$ cat config.mk
export PLATFORM = sky130hd
export DESIGN_NAME = mem_access_sequencer
export DESIGN_NICKNAME = d
export VERILOG_FILES = /design/src/rtl/mem_access_sequencer.sv
export SDC_FILE = /design/constraint.sdc
export NUM_CORES = 1
export LEC_CHECK = 0
export CORE_MARGIN = 2
export CORE_UTILIZATION = 50
export DETAILED_ROUTE_END_ITERATION = 6
export PLACE_DENSITY = 0.86
export SLEW_MARGIN = 20
export SYNTH_ARGS = -nofsm -noshare
export SYNTH_HDL_FRONTEND = slang
export SYNTH_SLANG_ARGS = --single-unit
$ cat constraint.sdc
create_clock -name iClk -period 2.5 [get_ports iClk]
set_input_delay 0.25 -clock iClk [delete_from_list [all_inputs] [get_ports iClk]]
set_output_delay 0.25 -clock iClk [all_outputs]
set_load 0.01 [all_outputs]
$ cat src/rtl/mem_access_sequencer.sv
// Load/store sequencer driving a 32-bit request/acknowledge data bus, stalling the pipeline until done.
// Optional feature: define MEM_MISALIGN_SPLIT_EN to split misaligned accesses into two beats instead of rejecting them.
module mem_access_sequencer #(
    parameter int ADDR_W = 32
) (
    input  logic              iClk,
    input  logic              iRstN,
    input  logic              iValid,
    input  logic [3:0]        iMemControl,
    input  logic [ADDR_W-1:0] iAddr,
    input  logic [31:0]       iWriteData,
    output logic              oStall,
    output logic              oDone,
    output logic [31:0]       oReadData,
    output logic              oMisalign,
    output logic              oBusReq,
    output logic              oBusWe,
    output logic [ADDR_W-1:0] oBusAddr,
    output logic [31:0]       oBusWData,
    output logic [3:0]        oBusBe,
    input  logic              iBusAck,
    input  logic [31:0]       iBusRData
);
    localparam logic [2:0] OP_LW  = 3'd0;
    localparam logic [2:0] OP_LH  = 3'd1;
    localparam logic [2:0] OP_LB  = 3'd2;
    localparam logic [2:0] OP_LHU = 3'd3;
    localparam logic [2:0] OP_LBU = 3'd4;
    localparam logic [2:0] OP_SW  = 3'd5;
    localparam logic [2:0] OP_SH  = 3'd6;
    localparam logic [2:0] OP_SB  = 3'd7;

    typedef enum logic [1:0] {IDLE, BEAT0, BEAT1, DONE} stateT;

    function automatic logic isStore(input logic [2:0] op);
        return (op == OP_SW) || (op == OP_SH) || (op == OP_SB);
    endfunction

    function automatic logic [3:0] sizeMask(input logic [2:0] op);
        case (op)
            OP_LW, OP_SW:         sizeMask = 4'b1111;
            OP_LH, OP_LHU, OP_SH: sizeMask = 4'b0011;
            default:              sizeMask = 4'b0001;
        endcase
    endfunction

    function automatic logic [31:0] laneMask(input logic [3:0] be);
        for (int i = 0; i < 4; i++) begin
            laneMask[8*i +: 8] = {8{be[i]}};
        end
    endfunction

    function automatic logic [31:0] rotLeft(input logic [31:0] w, input logic [1:0] o);
        case (o)
            2'd0:    rotLeft = w;
            2'd1:    rotLeft = {w[23:0], w[31:24]};
            2'd2:    rotLeft = {w[15:0], w[31:16]};
            default: rotLeft = {w[7:0],  w[31:8]};
        endcase
    endfunction

    function automatic logic [31:0] rotRight(input logic [31:0] w, input logic [1:0] o);
        case (o)
            2'd0:    rotRight = w;
            2'd1:    rotRight = {w[7:0],  w[31:8]};
            2'd2:    rotRight = {w[15:0], w[31:16]};
            default: rotRight = {w[23:0], w[31:24]};
        endcase
    endfunction

    function automatic logic [31:0] replicate(input logic [2:0] op, input logic [31:0] d);
        case (op)
            OP_SB:   replicate = {4{d[7:0]}};
            OP_SH:   replicate = {2{d[15:0]}};
            default: replicate = d;
        endcase
    endfunction

    // Expects the accessed bytes already rotated down to bit 0.
    function automatic logic [31:0] extendLoad(input logic [2:0] op, input logic [31:0] w);
        case (op)
            OP_LW:   extendLoad = w;
            OP_LH:   extendLoad = {{16{w[15]}}, w[15:0]};
            OP_LB:   extendLoad = {{24{w[7]}}, w[7:0]};
            OP_LHU:  extendLoad = {16'h0000, w[15:0]};
            OP_LBU:  extendLoad = {24'h000000, w[7:0]};
            default: extendLoad = 32'h0000_0000;
        endcase
    endfunction

    stateT       state, stateNext;
    logic        accept, reject, lastBeat;
    logic [2:0]  opIn;
    logic [1:0]  offIn;
    logic [7:0]  maskIn;
    logic [31:0] mergedRd;

    logic [2:0]  opReg;
    logic [1:0]  offReg;
    logic [3:0]  be1Reg;
    logic        misFlag;
    logic [31:0] b0Data;

    assign opIn   = iMemControl[2:0];
    assign offIn  = iAddr[1:0];
    assign accept = iRstN && (state == IDLE) && iValid && !iMemControl[3];
    // Lanes 7:4 of the shifted mask spill into the next word and form the second beat.
    assign maskIn = {4'b0000, sizeMask(opIn)} << offIn;

`ifdef MEM_MISALIGN_SPLIT_EN
    assign reject = 1'b0;
`else
    always_comb begin
        reject = 1'b0;
        case (opIn)
            OP_LW, OP_SW:         reject = (offIn != 2'b00);
            OP_LH, OP_LHU, OP_SH: reject = offIn[0];
            default:              reject = 1'b0;
        endcase
    end
`endif

    assign lastBeat = (state == BEAT1) || (be1Reg == 4'b0000);
    assign mergedRd = (be1Reg != 4'b0000) ? (b0Data | (iBusRData & laneMask(oBusBe))) : iBusRData;

    always_ff @(posedge iClk or negedge iRstN) begin
        if (!iRstN) begin
            state <= IDLE;
        end else begin
            state <= stateNext;
        end
    end

    always_comb begin
        stateNext = state;
        oBusReq   = 1'b0;
        oStall    = accept;
        oDone     = 1'b0;
        oMisalign = 1'b0;
        case (state)
            IDLE: begin
                if (accept) begin
                    stateNext = reject ? DONE : BEAT0;
                end
            end
            BEAT0: begin
                oBusReq = 1'b1;
                oStall  = 1'b1;
                if (iBusAck) begin
                    stateNext = (be1Reg != 4'b0000) ? BEAT1 : DONE;
                end
            end
            BEAT1: begin
                oBusReq = 1'b1;
                oStall  = 1'b1;
                if (iBusAck) begin
                    stateNext = DONE;
                end
            end
            DONE: begin
                oDone     = !misFlag;
                oMisalign = misFlag;
                stateNext = IDLE;
            end
            default: stateNext = IDLE;
        endcase
    end

    always_ff @(posedge iClk or negedge iRstN) begin
        if (!iRstN) begin
            opReg     <= '0;
            offReg    <= '0;
            be1Reg    <= '0;
            misFlag   <= 1'b0;
            b0Data    <= '0;
            oBusAddr  <= '0;
            oBusWData <= '0;
            oBusBe    <= '0;
            oBusWe    <= 1'b0;
            oReadData <= '0;
        end else if (accept) begin
            opReg   <= opIn;
            offReg  <= offIn;
            misFlag <= reject;
            if (reject) begin
                be1Reg    <= '0;
                oReadData <= '0;
            end else begin
                be1Reg    <= maskIn[7:4];
                oBusAddr  <= {iAddr[ADDR_W-1:2], 2'b00};
                oBusBe    <= maskIn[3:0];
                oBusWe    <= isStore(opIn);
                oBusWData <= rotLeft(replicate(opIn, iWriteData), offIn);
            end
        end else if (oBusReq && iBusAck) begin
            if (lastBeat) begin
                oReadData <= extendLoad(opReg, rotRight(mergedRd, offReg));
            end else begin
                // First half of a split access; the store data is already lane-rotated for both words.
                b0Data   <= iBusRData & laneMask(oBusBe);
                oBusAddr <= oBusAddr + ADDR_W'(4);
                oBusBe   <= be1Reg;
            end
        end
    end
endmodule

* Yosys cells after proc, flatten, opt, wreduce, memory -nomap -nowiden
Cells that the tools add are included.
Word-level totals: register bits after elaboration 145, bits in latches 0, memory bits (writable) 0, memory bits (read-only) 0, bits of input ports 104, output and inout port bits 105, memories kept 0
Cells by class: $add $sub $neg 1, multipliers 0, divide/modulo/power cells 0, magnitude comparators 0, equal/unequal tests 22, shift operators 1, multiplexer cells 30, bitwise logic cells 5, reductions and logical operators 27
Operators by type and width (number):
- 2-to-1 mux 32 bit | 9
- one-hot mux 32 bit (3 select lines) | 2
- one-hot mux 32 bit (5 select lines) | 1
- one-hot mux 32 bit (2 select lines) | 1
- adder 32 x 3 -> 32 bit (second input constant) | 1
- bitwise AND 32 bit | 1
- bitwise OR 32 bit | 1
- 2-to-1 mux 4 bit | 5
- equality test 3 bit (second input constant) | 4
- AND reduction 3 bit | 4
- != test 2 bit (second input constant) | 5
- equality test 3 x 2 -> 1 bit (second input constant) | 3
- equality test 2 bit (second input constant) | 4
- 2-to-1 mux 2 bit | 4
- one-hot mux 2 bit (4 select lines) | 1
- one-hot mux 4 bit (2 select lines) | 1
- << shifter 4 x 2 -> 8 bit | 1
- equality test 2 x 1 -> 1 bit (second input constant) | 3
- equality test 3 x 1 -> 1 bit (second input constant) | 2
- zero test 2 bit | 3
- zero test 3 bit | 2
- nonzero test 2 bit | 3
- 2-to-1 mux 1 bit | 5
- logical AND 1 bit | 4
- 10 further kinds | 16

* Longest topological paths before layout
Gate-level depths: netlist of the first run.
word-level depth 8, depth in mapped cells 10, gate-level depth less buffers 7

* Worst setup path after synthesis of the first run
Ideal clock, no wire load.
path type flip-flop to flip-flop, start reg state[1], end reg oReadData[16], setup time 70 ps, data arrival time 2048 ps, data required time 2430 ps, setup slack 382 ps, cell stages (with the launch flop) 9, path buffers 1, clock period less this slack 2118 ps, cells stage by stage dfrtp_1 -> inv_1 -> ha_1 -> nor2b_1 -> o2111ai_1 -> nor4_2 -> buf_2 -> a22oi_1 -> nand3_1
Between the ends: cells in the longest elaborated chain, start to end 6
RTL lines:
- from (decl) | RTL line 91 | stateT state, stateNext;
- from (signal assigned) | RTL line 130 | state <= stateNext;
- equality test 2 bit or equality test 2 x 1 -> 1 bit (tied branches) | RTL line 140 | case (state)
- OR reduction 2 bit (no source line) (*)
- 2-to-1 mux 1 bit (*) | RTL line 140
- net oBusReq | RTL line 16 | output logic oBusReq,
- logical AND 1 bit (*) | RTL line 195 | end else if (oBusReq && iBusAck) begin
- nonzero test 2 bit (no source line) (*)
- AND reduction 3 bit (no source line) (*)
- to (signal assigned) | RTL line 197 | oReadData <= extendLoad(opReg, rotRight(mergedRd, offReg));
- to (decl) | RTL line 14 | output logic [31:0] oReadData,
The timed path passes the listed nets; every way through them passes the cells marked *. A chain may end at the register's enable or synchronous reset.

* Final worst setup path of the first run
start reg state[0], end out oStall
Between the ends: cells in the longest elaborated chain, start to end 5
RTL lines:
- zero test 2 bit | RTL line 106 | assign accept = iRstN && (state == IDLE) && iValid && !iMemControl[3];
- logical AND 1 bit (3 in a row) | RTL line 106
- 2-to-1 mux 1 bit (*) | RTL line 140
- to (decl) | RTL line 12 | output logic oStall,
Every way passes the cells marked *; elsewhere a longest branch is shown, timed or not.

==> metrics.csv, run 1 <==
metric,value,unit
slowest_delay,0.53,ns
synthDistinctLibCells,72,
start_kind,flip-flop,
tightest_slew,0.8942,ns
final_cell_mix,"204 x clkdlybuf4s50_1, 186 x nand2_1, 142 x dfrtp_1, 94 x o21ai_0, 86 x a21oi_1",
p_comb_frac,0.454,
synth_edf_count,0,
vdd_drop_max,579.5,uV
pwr-share-clk,0.221,
critPathCaptureType,primary output,
crit_chain,inv_1 > ha_1 > nand4b_1 > buf_4 > nand2b_1 > clkdlybuf4s50_1,
grtUsageTotal,0.3024,
rows,48,
seq_area_frac_synth,0.4010,
multi_input_area,0.004840,mm2
grt_pass1_wl,44.78,mm
p_sw_frac,0.3782,
cp_slowest_cell,clkdlybuf4s50_1,
firstDrtPassIters,6,
fmax,0.4211,GHz
final_area,0.01188,mm2
overflow,0,
fillers,1352,
dp.cells,1444,
cp_num_buf_inv,3,
die_area,0.01880,mm2
io_pins,209,
grt_max_degree,76,
netlist_instances,1042,
gp_congestion,0.8802,
fin_nets,1350,
clkLatencyLatePin,0.42,ns
critical_path_arrival,2.12,ns
hpwl,19.59,mm
drt_iter0_markers,1101,
crit_fanout,19,
antenna_found_initial,0,
cts-root-buf,clkbuf_16,
finalCritPeriodShare,0.9499,
p_leak,5.238,nW
cts_max_level,4,
finalWirelength,28.38,mm
power.density,878.9,mW/mm2
maxSlewViolCount,0,
grt_pass1_vias,8664,
io_buffers,206,
avgSynthCellArea,8.504,um2
dpl-instance-area,0.01129,mm2
cp_top_family,buffers and inverters,
path_clk_slew,0.06,ns
stdcell_count,1479,
switching_power,3.948,mW
ys_seq_elements,142,
hold_violations,0,
async_flop_share,1.000,
final-seq-area,0.003553,mm2
slew_headroom,0.4039,
cts_inserted_buffers,17,
dieWidth,137.1,um
final_common_cell,clkdlybuf4s50_1,
vias,9384,
yosysWarningCount,0,
die_y,137.1,um
postRouteAntennaNets,0,
post-route-drc-count,0,
rsz0062_at_grt,no,
drive_gt1_frac,0.1077,
timing.final.crit_period,2.375,ns
synth_top_flop_cell,dfrtp_1,
cts.path.max_buffers,2,
syn_to_final_growth,34.06,%
viasPerCell,6.345,
fin_skew,0.007258,ns
core_region_area,0.01730,mm2
hold_class,in2async,
power.internal,6.492,mW
path_class,reg2out,
status,"finished, final reports clean",
cts.sink_count,142,
maxCapViolations,0,
synth_area,0.008861,mm2
start_util,0.5123,
finalPower,10.44,mW
cts_tree,yes,
crit_required,2.25,ns
setup_violations,0,
wire_per_inst,19.19,um
sequentialPowerShare,0.325,
==> synth_stat cells (all sizes together) (2+ instances only) <==
library cell | instances | share of area
nand2 | 186 | 0.079
dfrtp | 142 | 0.40
o21ai | 101 | 0.057
a21oi | 86 | 0.049
nand3 | 69 | 0.040
mux2i | 57 | 0.064
buf | 46 | 0.028
clkbuf | 46 | 0.020
a22oi | 36 | 0.032
nor2 | 35 | 0.015
a31oi | 20 | 0.015
a32oi | 18 | 0.018
inv | 18 | 0.0076
o22a | 15 | 0.015
a221oi | 14 | 0.014
and3 | 14 | 0.0099
nor3 | 11 | 0.0080
mux2 | 10 | 0.013
o22ai | 10 | 0.0071
nand4 | 9 | 0.0064
a41oi | 8 | 0.0079
a211o | 7 | 0.0069
o221a | 7 | 0.0089
and4 | 6 | 0.0059
ha | 6 | 0.0085
nor2b | 6 | 0.0042
o31ai | 6 | 0.0056
and2 | 5 | 0.0037
nor4 | 5 | 0.0056
o211ai | 5 | 0.0048
or4b | 4 | 0.0045
nor3b | 3 | 0.0025
o2bb2a | 3 | 0.0034
o2bb2ai | 3 | 0.0030
a311o | 2 | 0.0023
mux4 | 2 | 0.0051
nand2b | 2 | 0.0014
xnor2 | 2 | 0.0020
==> sequential cells by signal (all words and copies together) (netlist names) <==
signal / cells
b0Data: 32
oBusWData: 32
oBusAddr: 30
state: 2
misFlag: 1
oBusWe: 1
offReg: 2
oReadData: 32
be1Reg: 3
oBusBe: 4
opReg: 3
==> layout make-up <==
cell class,count,share of cell area
clock inverter,13,0.007794
tap,225,0.02370
timing repair buffer,270,0.2196
sequential,142,0.2991
clock buffer,19,0.03644
antenna,1,0.0002107
multi-input combinational,791,0.4074
inverter,18,0.005688
==> timing repair <==
item                                    4_1_cts  5_1_grt
hold buffers                                  0        0
gates resized for setup                       1        0
pin swaps                                     0        1
endpoints found under the setup margin        6       10
setup buffers                                 0        1
==> kinds of logic after synthesis <==
kind of cell / Yosys count / share of synthesized area
AND/OR/NAND/NOR: 359 / 0.1892
other: 1 / 0.0004232
AO/OA/AOI/OAI: 353 / 0.2617
XOR/XNOR: 2 / 0.001977
buffers and inverters: 110 / 0.05507
adder cells (fa/ha/maj): 6 / 0.008472
flip-flops: 142 / 0.4010
multiplexers: 69 / 0.08218
==> power groups by stage <==
| stage | combinational [mW] | sequential, mW | clock (mW) |
|---|---|---|---|
| floorplan | 2.16 | 3.58 | 0 |
| global placement | 4.49 | 3.38 | 0 |
| detailed placement | 4.62 | 3.40 | 0 |
| CTS | 4.65 | 3.38 | 2.32 |
| global route | 5.11 | 3.47 | 2.44 |
| finish | 4.74 | 3.39 | 2.31 |
==> routing by layer <==
metal / share of wire / track usage / wire length, um
met3: 0.11 / 0.06926 / 3150
met1: 0.40 / 0.4067 / 11280
met5: 0 / 0 / 0
met4: 0.030 / 0.1208 / 865
met2: 0.46 / 0.4726 / 13090
==> final timing paths <==
kind                               start            end  slack, ns  depth (start not counted)
min in group iClk                  iRstN    oBusAddr[3]       0.38                          4
setup reg to reg                state[0]  oReadData[27]       0.14                          8
hold reg to reg            oBusWData[14]  oBusWData[14]       0.48                          2
setup / recovery                state[0]         oStall       0.13                          6
max in group asynchronous          iRstN   oBusAddr[18]       1.32                          4
hold / removal                     iRstN  oReadData[17]       0.03                          2
==> stage by stage <==
step	hold WS [ns]	setup slack (ns)	util	TNS (ns)
after floorplan	-0.04559	0.3817	-	0
after global placement	0.4630	0.02814	0.6530	0
after detailed placement	0.4703	-0.04596	0.6530	-0.1741
after CTS	0.07348	0.1097	0.6839	0
after global routing	0.1264	0.03258	0.6866	0
final	0.03175	0.1253	0.6868	0
(Power assumes the default switching activity.)
==> run 2, diff against run 1 <==
--- a/config.mk
+++ b/config.mk
@@ -9,6 +9,7 @@
 export CORE_UTILIZATION = 50
 export DETAILED_ROUTE_END_ITERATION = 6
 export PLACE_DENSITY = 0.86
+export SKIP_CTS_REPAIR_TIMING = 1
 export SLEW_MARGIN = 20
 export SYNTH_ARGS = -nofsm -noshare
 export SYNTH_HDL_FRONTEND = slang
==> metrics.csv, run 2 (synthesized netlist as in run 1, its figures left out) <==
metric,value,unit
crit_fanout,19,
status,"finished, final reports clean",
hold_class,in2async,
critPathCaptureType,primary output,
gp_congestion,0.8802,
cp_slowest_cell,clkdlybuf4s50_1,
power.density,879.2,mW/mm2
dieWidth,137.1,um
rsz0062_at_grt,no,
critical_path_arrival,2.12,ns
grt_pass1_vias,8645,
pwr-share-clk,0.221,
switching_power,3.950,mW
cts.path.max_buffers,2,
vias,9360,
finalCritPeriodShare,0.9480,
p_leak,5.238,nW
setup_ws,0.1299,ns
dpl-instance-area,0.01129,mm2
antenna_found_initial,0,
crit_chain,inv_1 > ha_1 > nand4b_1 > buf_4 > nand2b_1 > clkdlybuf4s50_1,
grt_max_degree,76,
stdcell_count,1478,
final_common_cell,clkdlybuf4s50_1,
path_class,reg2out,
final_area,0.01188,mm2
maxCapViolations,0,
cts_inserted_buffers,17,
postRouteAntennaNets,0,
viasPerCell,6.333,
reg_top3,"b0Data: 32 flops, oBusWData: 32 flops, oReadData: 32 flops",
cp.depth,6,
drt_iter0_markers,1157,
cp_num_buf_inv,3,
path_clk_slew,0.06,ns
start_kind,flip-flop,
fin_skew,0.009214,ns
cts_tree,yes,
clkLatencyLatePin,0.42,ns
p_sw_frac,0.3783,
cp_top_family,buffers and inverters,
hold_violations,0,
overflow,0,
finalPower,10.44,mW
io_pins,209,
slowest_delay,0.53,ns
grtUsageTotal,0.3019,
crit_required,2.25,ns
cts-root-buf,clkbuf_16,
timing.final.crit_period,2.370,ns
fmax,0.4219,GHz
slew_headroom,0.4132,
vdd_drop_max,580.2,uV
start_util,0.5123,
firstDrtPassIters,7,
post-route-drc-count,0,
finalWirelength,28.53,mm
core_region_area,0.01730,mm2
antenna-diode-count,0,
final_cell_mix,"204 x clkdlybuf4s50_1, 186 x nand2_1, 142 x dfrtp_1, 94 x o21ai_0, 86 x a21oi_1",
wire_per_inst,19.30,um
p_comb_frac,0.454,
hpwl,19.59,mm
die_y,137.1,um
io_buffers,206,
drive_gt1_frac,0.1077,
cts_max_level,4,
maxSlewViolCount,0,
setup_violations,0,
power.internal,6.492,mW
dp.cells,1444,
fin_nets,1350,
rows,48,
die_area,0.01880,mm2
syn_to_final_growth,34.03,%
grt_pass1_wl,44.75,mm
sequentialPowerShare,0.325,
setup_tns,0,ns
pre_cts_slack,-0.04596,ns
reg2reg_depth,6,
tightest_slew,0.8802,ns
cts.sink_count,142,
run 2: path summary, 6_finish.rpt:
| check | from | to | slack [ns] |
|---|---|---|---|
| min in group iClk | iRstN | oBusAddr[3] | 0.38 |
| worst max-delay path | state[0] | oStall | 0.13 |
| max in group asynchronous | iRstN | oBusWData[0] | 1.30 |
| worst max register to register | be1Reg[0] | oReadData[14] | 0.14 |
| worst min-delay path | iRstN | oReadData[17] | 0.05 |
| worst min register to register | oBusWData[14] | oBusWData[14] | 0.48 |
run 2: power groups by stage:
stage | logic [mW] | clock network, mW | registers [mW]
final | 4.74 | 2.31 | 3.39
after global routing | 5.11 | 2.44 | 3.47
after CTS | 4.65 | 2.32 | 3.38
after detailed placement | 4.62 | 0 | 3.40
after global placement | 4.49 | 0 | 3.38
after floorplan | 2.16 | 0 | 3.58
run 2: area by class of cell:
type | count | area [um2]
tap | 225 | 281.5
clock inverter | 13 | 92.59
sequential | 142 | 3553
clock buffer | 19 | 432.9
fill | 1353 | 5420
timing repair buffer | 270 | 2609
inverter | 18 | 67.56
multi-input combinational | 791 | 4840
run 2: routing by layer:
metal,vias to the layer above,global-route usage,wire length (um)
li1,4263,-,-
met1,4412,0.4082,11470
met3,77,0.06852,2964
met5,-,0,0
met2,608,0.4707,13200
met4,0,0.1191,893
run 2: through the flow:
| stage | hold WS (ns) | utilization |
|---|---|---|
| after floorplan | -0.04559 | - |
| after global placement | 0.4630 | 0.6530 |
| after detailed placement | 0.4703 | 0.6530 |
| after CTS | 0.07348 | 0.6834 |
| after global routing | 0.1242 | 0.6866 |
| final | 0.04908 | 0.6866 |
==> run 3, diff against run 2 <==
--- a/config.mk
+++ b/config.mk
@@ -6,10 +6,11 @@
 export NUM_CORES = 1
 export LEC_CHECK = 0
 export CORE_MARGIN = 2
-export CORE_UTILIZATION = 50
+export CORE_UTILIZATION = 51
 export DETAILED_ROUTE_END_ITERATION = 6
-export PLACE_DENSITY = 0.86
+export PLACE_DENSITY_LB_ADDON = 0.1
 export SKIP_CTS_REPAIR_TIMING = 1
+export SKIP_LAST_GASP = 1
 export SLEW_MARGIN = 20
 export SYNTH_ARGS = -nofsm -noshare
 export SYNTH_HDL_FRONTEND = slang
==> metrics.csv, run 3 (synthesized netlist as in run 1, its figures left out) <==
metric,value,unit
cts.sink_count,142,
fin_nets,1354,
core_region_area,0.01712,mm2
cp.depth,8,
hold_class,in2async,
cp_top_family,simple AND/OR/NAND/NOR gates,
cts_max_level,4,
viasPerCell,6.183,
io_pins,209,
switching_power,3.937,mW
setup_ws,0.1848,ns
slew_headroom,0.4973,
io_buffers,206,
postRouteAntennaNets,0,
firstDrtPassIters,6,
grtUsageTotal,0.3094,
pre_cts_slack,-0.05950,ns
vdd_drop_max,578.5,uV
setup_violations,0,
crit_chain,inv_1 > ha_1 > nand4b_1 > o2111ai_1 > nor4_4 > buf_4 > a22oi_1 > nand3_1,
gp_congestion,0.9163,
grt_pass1_vias,8727,
p_sw_frac,0.3704,
grt_pass1_wl,44.77,mm
p_leak,5.308,nW
final_common_cell,clkdlybuf4s50_1,
fin_skew,0.009320,ns
final-seq-area,0.003553,mm2
finalPower,10.63,mW
critical_path_arrival,2.67,ns
cts_tree,yes,
reg2reg_depth,8,
cp_num_buf_inv,2,
p_comb_frac,0.449,
dieWidth,135.8,um
post-route-drc-count,0,
vias,9169,
finalCritPeriodShare,0.9261,
fin_hold_ws,0.02503,ns
cp_slowest_cell,nor4_4,
fmax,0.4319,GHz
timing.final.crit_period,2.315,ns
crit_fanout,11,
drt_iter0_markers,854,
reg2reg_slack,0.18,ns
reg2reg_from,state[0],
status,"finished, final reports clean",
crit_required,2.86,ns
path_class,reg2reg,
clkLatencyLatePin,0.43,ns
drive_gt1_frac,0.1098,
finalWirelength,28.71,mm
die_y,135.8,um
sequentialPowerShare,0.320,
rsz0062_at_grt,no,
hpwl,20.04,mm
reg_top3,"b0Data: 32 flops, oBusWData: 32 flops, oReadData: 32 flops",
start_kind,flip-flop,
die_area,0.01844,mm2
final_area,0.01199,mm2
cts_inserted_buffers,17,
fillers,1434,
antenna_found_initial,1,
wire_per_inst,19.36,um
overflow,0,
multi_input_area,0.004840,mm2
hold_violations,0,
cts-root-buf,clkbuf_16,
maxCapViolations,0,
start_util,0.5177,
final_cell_mix,"202 x clkdlybuf4s50_1, 186 x nand2_1, 142 x dfrtp_1, 94 x o21ai_0, 86 x a21oi_1",
slowest_delay,0.60,ns
critPathCaptureType,flip-flop,
grt_max_degree,143,
power.internal,6.690,mW
pwr-share-clk,0.231,
maxSlewViolCount,0,
dpl-instance-area,0.01133,mm2
path_clk_slew,0.06,ns
tightest_slew,0.7541,ns
rows,48,
final_util,0.7007,
syn_to_final_growth,35.36,%
cts.path.max_buffers,2,
power.density,886.0,mW/mm2
worstReg2RegEnd,oReadData[18],
-- run 3: routing by layer --
layer  vias up  GRT usage  share of wire
li1       4280          -              -
met1      4384     0.3971           0.40
met2       438     0.5020           0.48
met3        67    0.05928          0.075
met4         0     0.1539          0.042
met5         -          0              0
-- run 3: area by class of cell --
cell class / count / area share
clock inverter: 8 / 0.006989
clock buffer: 24 / 0.04016
tap: 225 / 0.02347
antenna: 1 / 0.0002086
sequential: 142 / 0.2963
multi-input combinational: 791 / 0.4035
timing repair buffer: 274 / 0.2238
inverter: 18 / 0.005633
-- run 3: worst max-delay path by stage --
| stage | from | endpoint | slack, ns |
|---|---|---|---|
| 3_5_place_dp | iMemControl[3] | oReadData[19] | -0.06 |
| 3_3_place_gp | iMemControl[3] | oReadData[17] | 0.01 |
| 2_1_floorplan | state[1] | oReadData[16] | 0.38 |
| 4_1_cts | state[0] | oStall | -0.34 |
| 5_1_grt | state[0] | oReadData[20] | 0.08 |
| 6_report | state[0] | oReadData[18] | 0.18 |
-- run 3: stage by stage --
step	setup TNS (ns)	instances
finish	0	1483
global route	0	1482
CTS	-0.6155	1478
detailed placement	-0.2800	1446
global placement	0	1446
floorplan	0	1043
-- run 3: power groups by stage --
stage,clock network (mW),registers (mW),logic (mW)
global route,2.58,3.46,5.16
global placement,0,3.41,4.59
finish,2.46,3.40,4.77
CTS,2.48,3.39,4.72
detailed placement,0,3.41,4.69
floorplan,0,3.58,2.16
==> variant (config.mk and constraints of run 2) <==
`ADDR_W`: 32 -> 40.
--- a/src/rtl/mem_access_sequencer.sv
+++ b/src/rtl/mem_access_sequencer.sv
@@ -2,5 +2,5 @@
 // Optional feature: define MEM_MISALIGN_SPLIT_EN to split misaligned accesses into two beats instead of rejecting them.
 module mem_access_sequencer #(
-    parameter int ADDR_W = 32
+    parameter int ADDR_W = 40
 ) (
     input  logic              iClk,
Ports: changed (resized iAddr and oBusAddr); port bits go from 209 to 225. No check against the original RTL was run, so the function may have changed too.
==> variant against run 2 <==
  * Final area rose by 4.0%
  * Synthesized area grew 1.2%
  * Routed wire length fell by 0.89%
  * Via count fell by 0.18%
  * First-iteration DRC count fell by 38%
  * Total power is 7.6% higher
  * Clock skew decreased by 0.0015 ns
  * Worst setup slack better by 0.035 ns
  * Sequential cell count is 8 higher
  * Critical endpoint is now oReadData[29]$_DFFE_PN0P_
==> variant: results (changes against run 2) <==
inv_count: 9  # was 18
drive_gt1_share_pct: 9.687  # was 10.77%
crit_slowest_cell: "dfrtp_1"  # was clkdlybuf4s50_1
tightest_slew_ns: 0.8473  # was 0.8802 ns
design.seq.count: 150  # was 142
combPwrFrac_pct: 41.1  # was 45.4%
ys_seq_area_share_pct: 41.87  # was 40.10%
vias_per_cell: 6.083  # was 6.333
grt_max_degree: 150  # was 76
grt_pass1_vias: 8794  # was 8645
grt_use_met1_pct: 37.44  # was 40.82%
multi_input_cells: 843  # was 791
first_pass_iters: 6  # was 7
use_met2_pct: 49.48  # was 47.07%
port_buffers: 222  # was 206
grt_use_total_pct: 29.82  # was 30.19%
place_congestion: 0.9156  # was 0.8802
clock_cell_area_share_pct: 5.380  # was 4.425%
grt_antenna_before_repair: 1  # was 0
cp.arrival_ns: 2.70  # was 2.12 ns
grtUsageMet3_pct: 7.785  # was 6.852%
pre_cts_ws_ns: 0.07648  # was -0.04596 ns
wl_met2_mm: 13.50  # was 13.20 mm
skew_ns: 0.007755  # was 0.009214 ns
route.detailed.wl_per_inst_um: 18.41  # was 19.30 µm
dp_hpwl_mm: 19.60  # was 19.59 mm
irDropWorstVdd_v: 0.0006656  # was 0.0005802 V
bufAreaShareNonClock_pct: 22.46  # was 21.97%
status: "finished, final reports clean"  # unchanged
top_layer: "met5"  # was met4
fin_cells: 1536  # was 1478
p_leak_nw: 5.407  # was 5.238 nW
yosysUniqueCellTypes: 63  # was 72
syn_area_um2: 8965  # was 8861 µm²
grt_pass1_wl_mm: 44.24  # was 44.75 mm
area_growth_pct: 37.75  # was 34.03%
clkPwrFrac_pct: 25.9  # was 22.1%
synthTopCellsByCount: "238 x nand2_1, 150 x dfrtp_1, 122 x o21ai_0"  # was 186 x nand2_1, 142 x dfrtp_1, 94 x o21ai_0
drt-met1-wl_mm: 11.08  # was 11.47 mm
avgSynthCellArea_um2: 8.240  # was 8.504 µm²
buffers_excl_clock: 277  # was 270
multi_input_area_share_pct: 39.20  # was 40.75%
drt_iter0_drc: 714  # was 1157
sh_seq_area_pct: 30.41  # was 29.92%
startpoint: "state[1]$_DFFE_PN0P_"  # was state[0]$_DFFE_PN0P_
critPathTopFamily: "simple AND/OR/NAND/NOR gates"  # was buffers and inverters
cp_max_fo: 16  # was 19
variant: cell types whose count changed after synthesis, sizes merged, moves of 15 or more:
cell / run 2 / this run
o21ai: 101 / 124
a32oi: 18 / 33
a21oi: 86 / 110
buf: 46 / 29
a31oi: 20 / 3
nor2: 35 / 57
nand2: 186 / 238
variant: worst paths after layout:
kind	slack [ns]	cells after the start	endpoint
min reg2reg	0.48	2	oBusWData[29]$_DFFE_PN0P_
min	0.19	2	misFlag$_DFFE_PN0P_
max	0.16	10	oReadData[29]$_DFFE_PN0P_
min in group iClk	0.38	3	oBusAddr[3]$_DFFE_PN0P_
max reg2reg	0.16	10	oReadData[29]$_DFFE_PN0P_
max in group asynchronous	1.26	3	state[0]$_DFFE_PN0P_
variant: cell families (layout without fill, tap and decap cells):
kind of cell	count (synthesis)	in the layout	synth area share, %
compound gates	356	356	24.68
xor+xnor	1	1	0.09771
fa+ha+maj	6	6	0.8374
buf+inv	96	318	4.466
flops	150	150	41.87
mux	62	62	7.034
other cells	1	2	0.04183
simple gates	416	416	20.98
